File: src/rtl/mdu.sv
// Iterative unsigned shift-add multiply / restoring divide; n busy cycles then a one-cycle done pulse.
// No backpressure: start is honoured only in IDLE, ignored (not queued) while busy or done.
module mdu #(
    parameter int n = 32
) (
    input  logic         clk,
    input  logic         rst,
    input  logic         start,
    input  logic [3:0]   S,
    input  logic [n-1:0] A,
    input  logic [n-1:0] B,
    output logic         busy,
    output logic         done,
    output logic [n-1:0] Z,
    output logic [n-1:0] Zhi,
    output logic         div_by_zero
);

    localparam int CW = $clog2(n + 1);

    typedef enum logic [1:0] {IDLE, MUL, DIV, DONE} state_t;

    state_t         state_q, state_d;
    logic [CW-1:0]  cnt_q, cnt_d;
    logic [n-1:0]   hi_q, hi_d;     // mul: upper accumulator; div: partial remainder
    logic [n-1:0]   lo_q, lo_d;     // mul: multiplier/low product; div: dividend/quotient
    logic [n-1:0]   opb_q, opb_d;   // mul: multiplicand; div: divisor
    logic [n-1:0]   z_q, z_d, zhi_q, zhi_d;
    logic           dbz_q, dbz_d;

    logic [n:0]     mul_sum, div_trial;
    logic [n-1:0]   div_diff;
    logic [n-1:0]   mul_hi_nx, mul_lo_nx, div_rem_nx, div_quo_nx;
    logic           div_ge, last;

    always_comb begin
        mul_sum    = {1'b0, hi_q} + (lo_q[0] ? {1'b0, opb_q} : '0);
        mul_hi_nx  = mul_sum[n:1];
        mul_lo_nx  = {mul_sum[0], lo_q[n-1:1]};
        // With a zero divisor every trial "fits", so the quotient fills with ones
        // and the dividend bits shift through unchanged into the remainder.
        div_trial  = {hi_q, lo_q[n-1]};
        div_ge     = div_trial >= {1'b0, opb_q};
        div_diff   = div_trial[n-1:0] - opb_q;
        div_rem_nx = div_ge ? div_diff : div_trial[n-1:0];
        div_quo_nx = {lo_q[n-2:0], div_ge};
        last       = (cnt_q == CW'(n - 1));
    end

    always_comb begin
        state_d = state_q;
        cnt_d   = cnt_q;
        hi_d    = hi_q;
        lo_d    = lo_q;
        opb_d   = opb_q;
        z_d     = z_q;
        zhi_d   = zhi_q;
        dbz_d   = dbz_q;
        case (state_q)
            IDLE: begin
                if (start && S == 4'b0010) begin
                    opb_d   = A;
                    lo_d    = B;
                    hi_d    = '0;
                    cnt_d   = '0;
                    state_d = MUL;
                end else if (start && S == 4'b0011) begin
                    opb_d   = B;
                    lo_d    = A;
                    hi_d    = '0;
                    cnt_d   = '0;
                    state_d = DIV;
                end
            end
            MUL: begin
                hi_d  = mul_hi_nx;
                lo_d  = mul_lo_nx;
                cnt_d = cnt_q + CW'(1);
                if (last) begin
                    z_d     = mul_lo_nx;
                    zhi_d   = mul_hi_nx;
                    dbz_d   = 1'b0;
                    state_d = DONE;
                end
            end
            DIV: begin
                hi_d  = div_rem_nx;
                lo_d  = div_quo_nx;
                cnt_d = cnt_q + CW'(1);
                if (last) begin
                    z_d     = div_quo_nx;
                    zhi_d   = div_rem_nx;
                    dbz_d   = (opb_q == '0);
                    state_d = DONE;
                end
            end
            default: state_d = IDLE;
        endcase
    end

    always_ff @(posedge clk or posedge rst) begin
        if (rst) begin
            state_q <= IDLE;
            cnt_q   <= '0;
            hi_q    <= '0;
            lo_q    <= '0;
            opb_q   <= '0;
            z_q     <= '0;
            zhi_q   <= '0;
            dbz_q   <= 1'b0;
        end else begin
            state_q <= state_d;
            cnt_q   <= cnt_d;
            hi_q    <= hi_d;
            lo_q    <= lo_d;
            opb_q   <= opb_d;
            z_q     <= z_d;
            zhi_q   <= zhi_d;
            dbz_q   <= dbz_d;
        end
    end

    assign busy        = (state_q == MUL) || (state_q == DIV);
    assign done        = (state_q == DONE);
    assign Z           = z_q;
    assign Zhi         = zhi_q;
    assign div_by_zero = dbz_q;

endmodule

File: config.mk
export PLATFORM = sky130hd
export DESIGN_NAME = mdu
export DESIGN_NICKNAME = d
export VERILOG_FILES = /design/src/rtl/mdu.sv
export SDC_FILE = /design/constraint.sdc
export NUM_CORES = 1
export LEC_CHECK = 0
export CORE_UTILIZATION = 30
export DETAILED_ROUTE_END_ITERATION = 8
export DONT_BUFFER_PORTS = 1
export HOLD_SLACK_MARGIN = 0.1
export MAX_ROUTING_LAYER = met4
export SYNTH_ARGS = -nofsm -noshare
export SYNTH_HDL_FRONTEND = slang
export SYNTH_SLANG_ARGS = --single-unit
File: constraint.sdc
create_clock -name clk -period 5.8 [get_ports clk]
set_input_delay 0.29 -clock clk [delete_from_list [all_inputs] [get_ports clk]]
set_output_delay 0.29 -clock clk [all_outputs]
set_load 0.02 [all_outputs]
-- Yosys cells after proc, flatten, opt, wreduce, memory -nomap -nowiden
Index checks and enable logic that the tools add are counted.
- input bits: 71
- logic and storage cells: 63
- output and inout port bits: 67
- register bits: 169
- mux-type cells: 26
- equal/unequal tests: 10
- $lt $le $gt $ge: 1
- add/sub/neg operators: 3
- reductions and logical operators: 15
- operator list (operator ; number):
    $mux W32 ; 12
    $pmux W32 S3 ; 2
    $pmux W32 S2 ; 2
    $add A32 B32 Y33 ; 1
    $ge A33 B32 Y1 ; 1
    $logic_not A32 Y1 ; 1
    $sub A32 B32 Y32 ; 1
    $mux W6 ; 2
    $pmux W6 S2 ; 1
    $eq A4 B2 Y1 const B ; 2
    $reduce_and A2 Y1 ; 4
    $add A6 B1 Y6 const B ; 1
    $eq A6 B5 Y1 const B ; 1
    $mux W2 ; 3
    $reduce_bool A2 Y1 ; 3
    $eq A2 B2 Y1 const B ; 2
    $ne A2 B2 Y1 const B ; 2
    $pmux W2 S2 ; 1
    $ne A3 B3 Y1 const B ; 1
    $reduce_and A3 Y1 ; 1
    $reduce_bool A3 Y1 ; 1
    $eq A2 B1 Y1 const B ; 1
    $logic_and A1 B1 Y1 ; 2
    $logic_not A2 Y1 ; 1
    5 further kinds ; 6

-- Logic depth before layout (Yosys ltp)
Gate-level depths: netlist (run 1).
- depth after elaboration: 5
- mapped depth: 14
- depth with buffers taken out: 13

-- Least setup slack after synthesis (run 1)
No wires, ideal clock.
- path kind: reg-to-reg
- from: register lo_q[0]
- to: register zhi_q[13], in the netlist Zhi[13]
- cell stages (with the launch flop): 15
- path buffers: 1
- period minus slack after synthesis: 3208 ps
- arrival time: 3126 ps
- slack: 2592 ps
- cell sequence: dfrtp_1 > clkbuf_1 > and2_1 > ha_1 > inv_1 > fa_1 > nor2b_1 > o31a_1 > o21ai_0 > a211o_1 > o311ai_0 > nand2_1 > xnor2_1 > or2_2 > a31oi_1
- longest elaborated chain between the ends: 4
- RTL lines (item ; line ; RTL):
    start, declared ; 26 ; logic [n-1:0] lo_q, lo_d;
    start signal, assigned ; 115 ; lo_q <= lo_d;
    $mux W32 ; 37 ; mul_sum = {1'b0, hi_q} + (lo_q[0] ? {1'b0, opb_q} : '0);
    $add A32 B32 Y33 ; 37 ;
    $mux W32 ; 79 ; if (last) begin
    $pmux W32 S2 ; 59 ; case (state_q)
    end signal, assigned ; 118 ; zhi_q <= zhi_d;
    end, declared ; 28 ; logic [n-1:0] z_q, z_d, zhi_q, zhi_d;
No other way between the ends. The select of a mux whose other input is x is not followed.
A chain may end at the register's enable or synchronous reset.

-- Worst setup path after layout (run 1)
- from: register lo_q[0]
- to: register hi_q[27]
- longest elaborated chain between the ends: 3
- RTL lines (item ; line ; RTL):
    $mux W32 ; 37 ;
    $add A32 B32 Y33 ; 37 ;
    $pmux W32 S3 ; 59 ;
    end signal, assigned ; 114 ; hi_q <= hi_d;
    end, declared ; 25 ; logic [n-1:0] hi_q, hi_d;
No other way between the ends.

==> flow_summary.yaml, run 1 <==
floorplan:
  dieArea_um2: 42700
  pin_count: 138
  start_util_pct: 30.6
  dieHeight_um: 207
  die_w_um: 207
  core_um2: 41100
  rows: 74
drt:
  wl_um: 42200
  vias: 11300
  drt_iter0_drc: 822
  vias_per_cell: 5.69
  drtPass1Iterations: 7
  antenna_left: 0
  post_drt_wl_per_cell_um: 21.2
  drc: 5
final_layout:
  area_delta_synth_final_pct: 10.0
  final_common_cell: "nand2_1"
  finish.net_count: 1585
  final_cell_mix: "nand2_1, dfrtp_1, o21ai_0"
  drive_gt1_share_pct: 5.22
  fillers: 4354
critical_path:
  end_kind: "register"
  crit_required_ns: 6.13
  crit_path_max_fanout: 24
  startpoint_type: "register"
  crit_arrival_ns: 4.43
  crit_type: "reg2reg"
global_route:
  grt_pass1_wl_um: 64600
  grt_usage_pct: 20.5
  grt_overflow_total: 0
  antenna_found_initial: 1
  grt_pass1_vias: 10800
  grt_max_degree: 79
sta:
  min_period_ns: 4.10
  grt_setup_unrepaired: "false"
  finalHoldViolations: 0
  setup_viol: 0
  maxSlewViolCount: 0
  finalCritPeriodShare_pct: 70.7
  max_clock_freq_mhz: 244
  setup-tns-final_ns: 0
  fin_worst_skew_ns: 0.0153
  worst_slew_pin_slew_ns: 1.19
  slew_headroom_pct: 20.4
  worst_hold_slack_ns: 0.0873
clock_network:
  clk_path_buf_depth: 2
  path_clk_slew_ns: 0.08
  cts_made_buffers: 17
  cts.sinks: 169
  htree_levels: 4
  clk_latency_ns: 0.45
  cts_tree: "done"
  cts_root_buf: "clkbuf_16"
placed_design:
  globalplace.congestion: 0.958
  hpwl_um: 31400
  portBuffers: 0
logic_synthesis:
  syn_area_um2: 12600
  synth_nets: 1630
  synth_ff_type: "dfrtp_1"
  synth_warnings: 0
  syn_area_per_cell_um2: 8.44
  seq_area_frac_synth_pct: 33.7
  ys_async_sr_fraction_pct: 100
  ys_seq_elements: 169
  synth-edff-count: 0
  synthCells: 1488
  synth.distinct_cells: 76
run_status:
  status: "finished with violations"
  failed_checks: "design-rule violations"
pwr:
  vdd_drop_max_uv: 327
  p_per_area_nw_per_um2: 568
  leakage_uw: 0.00591
hold_path:
  hp-class: "in2reg"
flow_run:
  cap_viol_max_count: 0
worst max-delay path, cell delays in order, from the launching register on:
cell     delay [ns]
dfrtp_1        0.86
and2_1         0.23
ha_1           0.21
inv_1          0.07
fa_1           0.41
nor2b_1        0.18
o31a_1         0.23
o41ai_2        0.12
o22ai_1        0.41
a21oi_2        0.22
o21ai_1        0.30
a31oi_1        0.22
xnor2_1        0.18
a221o_1        0.32
final timing paths:
kind / start / to / slack, ns / depth (start not counted)
min reg2reg: opb_q[15] / opb_q[15] / 0.52 / 2
max reg2reg: lo_q[0] / hi_q[27] / 1.70 / 13
max: lo_q[0] / hi_q[27] / 1.70 / 13
max in group asynchronous: rst / hi_q[26] / 4.19 / 3
min in group asynchronous: rst / lo_q[3] / 0.38 / 2
min: A[1] / opb_q[1] / 0.09 / 2
state kept, by name, summed over array words and instances, names as in the netlist:
register,flops
hi_q,32
lo_q,32
Zhi,32
cnt_q,6
div_by_zero,1
Z,32
state_q,2
opb_q,32
cell type report:
type | instances | area, um2 | share of cell area, %
antenna | 1 | 2.50 | 0.0181
clock buffer | 18 | 439 | 3.18
clock inverter | 14 | 149 | 1.08
inverter | 61 | 234 | 1.69
multi-input combinational | 1153 | 7730 | 55.9
sequential | 169 | 4230 | 30.6
tap | 532 | 666 | 4.82
timing repair buffer | 41 | 375 | 2.72
synthesized netlist by cell type, types with 3 or more instances:
master,number,area share (%)
nand4_1,13,0.65
o211ai_2,3,0.30
o21ai_0,109,4.3
a221o_1,3,0.24
o21ai_1,20,0.80
nand2b_1,12,0.60
mux2i_1,76,6.1
o21bai_1,9,0.54
xor2_1,26,1.8
o22ai_1,5,0.25
nor2b_1,39,1.9
buf_1,11,0.33
nand2_1,195,5.8
nor2_1,81,2.4
buf_6,4,0.36
a221oi_1,33,2.3
a21o_1,21,1.3
nor3_1,19,0.76
and4_1,3,0.21
nor4_1,9,0.45
o211ai_1,5,0.30
ha_1,69,6.9
buf_2,5,0.20
clkbuf_1,85,2.5
o221ai_1,30,2.1
a211oi_1,42,2.5
a22o_1,3,0.21
or2_2,5,0.25
o31ai_1,41,2.4
nand3_1,23,0.92
a21boi_0,3,0.18
inv_1,60,1.8
a21oi_2,3,0.21
and3_1,7,0.35
a21oi_1,79,3.1
a22oi_1,14,0.84
and2_1,36,1.8
o21a_1,7,0.42
o311ai_0,3,0.21
dfrtp_1,169,34
a31oi_1,31,1.5
nor3b_1,4,0.24
xnor2_1,30,2.1
routing by layer:
metal  GRT usage, %  wire length, um  vias up
met3           4.33             3240       50
li1               -                -     5367
met4           6.43             1030        0
met5              -                0        -
met1           27.8            19000     5508
met2           30.3            19000      388
power by group:
group	total, uW	switching [uW]	leakage [uW]	internal (uW)
sequential	1990	481	0.00226	1510
combinational	4690	2990	0.00336	1700
clock	1170	585	0.000292	588
per-stage QoR:
step / total power, uW / setup WS (ns) / area [um2] / util (%) / std cells
after floorplan: 5380 / 0.935 / 12600 / - / 1488
after global placement: 6570 / 1.82 / 13000 / 31.5 / 1929
after detailed placement: 6630 / 1.71 / 13000 / 31.5 / 1929
after CTS: 7830 / 1.72 / 13800 / 33.6 / 1988
after global routing: 8440 / 1.43 / 13800 / 33.6 / 1989
final: 7850 / 1.70 / 13800 / 33.6 / 1989
cell families after synthesis:
| group | synth area share (%) |
|---|---|
| compound gates | 26.6 |
| xor+xnor | 3.90 |
| fa+ha+maj | 7.19 |
| buf+inv | 5.25 |
| flops | 33.7 |
| mux | 6.17 |
| simple gates | 17.2 |
timing repair:
action                                  in CTS  in global routing
hold buffers                                27                  0
gates resized for setup                      0                  0
endpoints found under the setup margin       0                  0
setup buffers                                0                  0
endpoints found under the hold margin       62                  0
Power figures use the tool's default switching activity.
==> run 2: changes to the inputs <==
==> constraint.sdc (replaced) <==
create_clock -name clk -period 3.56 [get_ports clk]
set_input_delay 0.178 -clock clk [delete_from_list [all_inputs] [get_ports clk]]
set_output_delay 0.178 -clock clk [all_outputs]
set_load 0.02 [all_outputs]
==> run 2 against run 1 <==
  * The flow still finishes with violations (design-rule violations)
  * Power is 74% higher
  * Cell count rose by 6.5%
  * Non-clock buffer count rose by 131
  * Core utilization is 3.1 points higher
  * Flip-flop and latch count unchanged
  * First-iteration DRC count up 39%
  * Hold slack improved by 0.036 ns
==> flow_summary.yaml, run 2 (synthesis results as in run 1) <==
floorplan:
  rows: 74
  pin_count: 138
  dieArea_um2: 42700
  dieHeight_um: 207
  die_w_um: 207
  start_util_pct: 30.6
  core_um2: 41100
critical_path:
  crit_path_max_fanout: 7
  startpoint_type: "register"
  rrSetupSlack_ns: 0.14
  crit_type: "reg2reg"
  crit_required_ns: 3.94
  crit_arrival_ns: 3.80
  end_kind: "register"
pwr:
  vdd_drop_max_uv: 525
  leakage_uw: 0.00653
  p_per_area_nw_per_um2: 905
  totalPowerFinal_uw: 13700
sta:
  worst_slew_pin_slew_ns: 0.949
  finalHoldViolations: 0
  worst_hold_slack_ns: 0.123
  fin_worst_skew_ns: 0.0186
  setup_viol: 0
  maxSlewViolCount: 0
  finalCritPeriodShare_pct: 96.1
  max_clock_freq_mhz: 292
  slew_headroom_pct: 36.7
  min_period_ns: 3.42
  grt_setup_unrepaired: "false"
global_route:
  grt_pass1_vias: 11800
  grt_overflow_total: 0
  grt_max_degree: 77
  antenna_found_initial: 0
  grt_usage_pct: 22.0
  grt_pass1_wl_um: 69900
drt:
  vias_per_cell: 5.66
  post_drt_wl_per_cell_um: 21.2
  antenna_left: 0
  wl_um: 45000
  drt_iter0_drc: 1143
  drc: 5
  drtPass1Iterations: 7
  vias: 12000
placed_design:
  hpwl_um: 32700
  globalplace.congestion: 0.961
  place_area_um2: 13500
  portBuffers: 0
final_layout:
  fin_area_um2: 15100
  final_common_cell: "nand2_1"
  finish.net_count: 1716
  final_cell_mix: "nand2_1, dfrtp_1, o21ai_0"
  area_delta_synth_final_pct: 20.2
  drive_gt1_share_pct: 9.26
  num_antenna_cells: 0
run_status:
  failed_checks: "design-rule violations"
  status: "finished with violations"
clock_network:
  cts_tree: "done"
  clk_path_buf_depth: 2
  cts_made_buffers: 17
  cts_root_buf: "clkbuf_16"
  cts.sinks: 169
  clk_latency_ns: 0.47
  htree_levels: 4
  path_clk_slew_ns: 0.08
  post-cts-setup-buffers: 0
flow_run:
  cap_viol_max_count: 0
hold_path:
  hp-class: "in2reg"
==> run 2: area by class of cell <==
cell class                 count  area (um2)
clock buffer                  18         439
clock inverter                14         175
fill                        4218       26000
inverter                      61         233
multi-input combinational   1153        7760
sequential                   169        4230
tap                          532         666
timing repair buffer         172        1600
==> run 2: power breakdown <==
part | internal, uW | total [uW] | switching, uW
clock | 975 | 1980 | 1010
combinational | 3240 | 8400 | 5160
sequential | 2460 | 3290 | 830
total | 6670 | 13700 | 7000
==> run 2: final timing paths <==
path                            from  endpoint  cells after the start
max                        opb_q[11]  hi_q[26]                     11
min                             A[9]   lo_q[9]                      3
max reg2reg                opb_q[11]  hi_q[26]                     11
min reg2reg                 cnt_q[0]  cnt_q[0]                      1
max in group asynchronous        rst     Z[22]                      3
min in group asynchronous        rst    Zhi[2]                      2
==> run 2: what timing repair did <==
action                     in CTS  in global routing
setup endpoints to repair       2                 22
hold buffers                   94                  0
pin swaps                       0                  1
gates resized for setup         1                  6
hold endpoints to repair      130                  0
==> run 2: critical path, cell delays in order, from the launching register on <==
cell and delay [ns]:
dfrtp_1 0.47, inv_1 0.07, ha_1 0.40, and3_1 0.40, a221o_1 0.32, a211oi_1 0.08, o311ai_0 0.43, nand2_1 0.21
o21ai_0 0.26, xor2_1 0.30, mux2i_1 0.18, o221ai_1 0.22
==> run 2: metal layers <==
| metal | track usage (%) | vias up | wire length, um |
|---|---|---|---|
| met1 | 29.8 | 5863 | 20300 |
| met5 | - | - | 0 |
| li1 | - | 5627 | - |
| met4 | 5.28 | 0 | 763 |
| met2 | 34.0 | 454 | 20800 |
| met3 | 3.77 | 48 | 3170 |
==> run 2: through the flow <==
step | util (%) | setup slack, ns | instances | setup TNS [ns]
floorplan | - | 0.352 | 1488 | 0
global placement | 32.9 | -0.0184 | 1993 | -0.0184
detailed placement | 32.9 | -0.0334 | 1993 | -0.0334
CTS | 36.7 | 0.00118 | 2119 | 0
global route | 36.7 | 0.00394 | 2119 | 0
finish | 36.7 | 0.139 | 2119 | 0
==> run 3: changes to the inputs <==
--- a/config.mk
+++ b/config.mk
@@ -5,11 +5,13 @@
 export SDC_FILE = /design/constraint.sdc
 export NUM_CORES = 1
 export LEC_CHECK = 0
+export CORE_MARGIN = 1
 export CORE_UTILIZATION = 30
 export DETAILED_ROUTE_END_ITERATION = 8
 export DONT_BUFFER_PORTS = 1
 export HOLD_SLACK_MARGIN = 0.1
 export MAX_ROUTING_LAYER = met4
+export RECOVER_POWER = 25
 export SYNTH_ARGS = -nofsm -noshare
 export SYNTH_HDL_FRONTEND = slang
 export SYNTH_SLANG_ARGS = --single-unit
==> run 3 against run 2 <==
  * The run ends with design-rule violations, max-capacitance violations, max-slew violations left
  * Clock power barely moved
  * Sequential power barely moved
  * Clock-buffer cell count did not move
  * Power barely moved
  * Global-route usage did not move
  * Sequential share of layout area rose by 0.060 points
  * Flip-flop and latch count did not move
  * Die area did not move
  * Via count barely moved
  * Non-clock buffer count did not move
  * Wire length barely moved
  * Cell count did not move
  * Largest power group unchanged
  * Highest routed layer unchanged
==> flow_summary.yaml, run 3 (synthesis results as in run 1) <==
sta:
  slew_headroom_pct: -17.7
  setup-tns-final_ns: 0
  min_period_ns: 3.41
  grt_setup_unrepaired: "false"
  setup_viol: 0
  max_clock_freq_mhz: 294
  worst_slew_pin_slew_ns: 1.77
  finalHoldViolations: 0
  worst_hold_slack_ns: 0.117
  finalCritPeriodShare_pct: 95.7
  fin_worst_skew_ns: 0.0167
  maxSlewViolCount: 68
placed_design:
  hpwl_um: 32700
  portBuffers: 0
  globalplace.congestion: 0.961
  place_inst: 1993
final_layout:
  final_cell_mix: "nand2_1, dfrtp_1, o21ai_0"
  finish.net_count: 1716
  fillers: 4220
  area_delta_synth_final_pct: 19.9
  final_cells: 2119
  finish.utilization_pct: 36.7
  final_common_cell: "nand2_1"
  drive_gt1_share_pct: 9.26
  num_antenna_cells: 0
floorplan:
  pin_count: 138
  dieArea_um2: 42700
  start_util_pct: 30.6
  rows: 74
  core_um2: 41100
  die_w_um: 207
  dieHeight_um: 207
clock_network:
  htree_levels: 4
  path_clk_slew_ns: 0.08
  cts_tree: "done"
  cts_root_buf: "clkbuf_16"
  post-cts-setup-buffers: 0
  clk_latency_ns: 0.47
  cts.sinks: 169
  cts_made_buffers: 17
  clk_path_buf_depth: 2
run_status:
  failed_checks: "design-rule violations, max-capacitance violations, max-slew violations"
  status: "finished with violations"
drt:
  wl_um: 45000
  vias: 12000
  drc: 5
  drtPass1Iterations: 7
  vias_per_cell: 5.66
  antenna_left: 0
  drt_iter0_drc: 1040
  post_drt_wl_per_cell_um: 21.2
critical_path:
  startpoint_type: "register"
  crit_type: "reg2reg"
  crit_arrival_ns: 3.78
  path_buf_inv: 1
  slowest_delay_ns: 0.47
  crit_required_ns: 3.94
  crit_path_max_fanout: 7
  path_cells: "inv_1 -> ha_1 -> and3_1 -> a221o_1 -> a211oi_1 -> o311ai_0 -> nand2_1 -> o21ai_0 -> xor2_1 -> mux2i_1 -> o221ai_1"
  critical-path-slowest-cell: "dfrtp_1"
  end_kind: "register"
  path_delay_family: "compound AO/OA/AOI/OAI gates"
global_route:
  grt_max_degree: 77
  grt_usage_pct: 22.0
  grt_overflow_total: 0
  grt_pass1_wl_um: 69900
  grt_pass1_vias: 11800
  antenna_found_initial: 0
pwr:
  vdd_drop_max_uv: 523
  leakage_uw: 0.00652
  p_per_area_nw_per_um2: 907
flow_run:
  cap_viol_max_count: 1
hold_path:
  hp-class: "in2reg"
==> run 3: final timing paths <==
path / slack (ns) / cells past startpoint / end / start
worst max-delay path: 0.15 / 11 / hi_q[26] / opb_q[11]
worst min-delay path: 0.12 / 3 / lo_q[10] / A[10]
worst max register to register: 0.15 / 11 / hi_q[26] / opb_q[11]
worst min register to register: 0.54 / 1 / cnt_q[0] / cnt_q[0]
max in group asynchronous: 0.96 / 3 / opb_q[2] / rst
min in group asynchronous: 0.34 / 2 / Zhi[2] / rst
==> run 3: per-stage QoR <==
| stage | cell area [um2] | worst slack (ns) | power, uW |
|---|---|---|---|
| floorplan | 12600 | 0.352 | 8770 |
| global placement | 13500 | -0.0184 | 11300 |
| detailed placement | 13500 | -0.0334 | 11400 |
| CTS | 15100 | 0.00118 | 13500 |
| global route | 15100 | 0.00394 | 14600 |
| finish | 15100 | 0.154 | 13700 |
==> run 3: metal layers <==
| layer | vias up | GRT usage (%) | part of all wire [%] |
|---|---|---|---|
| li1 | 5628 | - | - |
| met1 | 5890 | 29.8 | 46 |
| met2 | 437 | 34.0 | 46 |
| met3 | 42 | 3.77 | 6.7 |
| met4 | 0 | 5.28 | 1.5 |
| met5 | - | - | 0 |
==> run 3: what timing repair did <==
action / CTS / global route
gates resized for setup: 1 / 6
endpoints found under the hold margin: 130 / 0
endpoints found under the setup margin: 2 / 22
pin swaps: 0 / 1
hold buffers: 94 / 0
==> run 3: final cells by class <==
type	count	area, um2	share of cell area, %
multi-input cells	1153	7760	51.5
flip-flops and latches	169	4230	28.1
repair buffers	172	1570	10.4
well taps	532	666	4.42
clock buffers	18	439	2.91
inverters	61	230	1.53
clock inverters	14	175	1.16
==> run 3: power by group <==
part / switching, uW / internal [uW] / total [uW]
logic: 5160 / 3230 / 8400
clock network: 1000 / 975 / 1980
registers: 829 / 2460 / 3290
==> run 3: tightest hold or removal path: cells and delay by family <==
kind,cells,cell delay (ns)
and+or+nand+nor,1,0.11
AOI/OAI and AO/OA,2,0.27
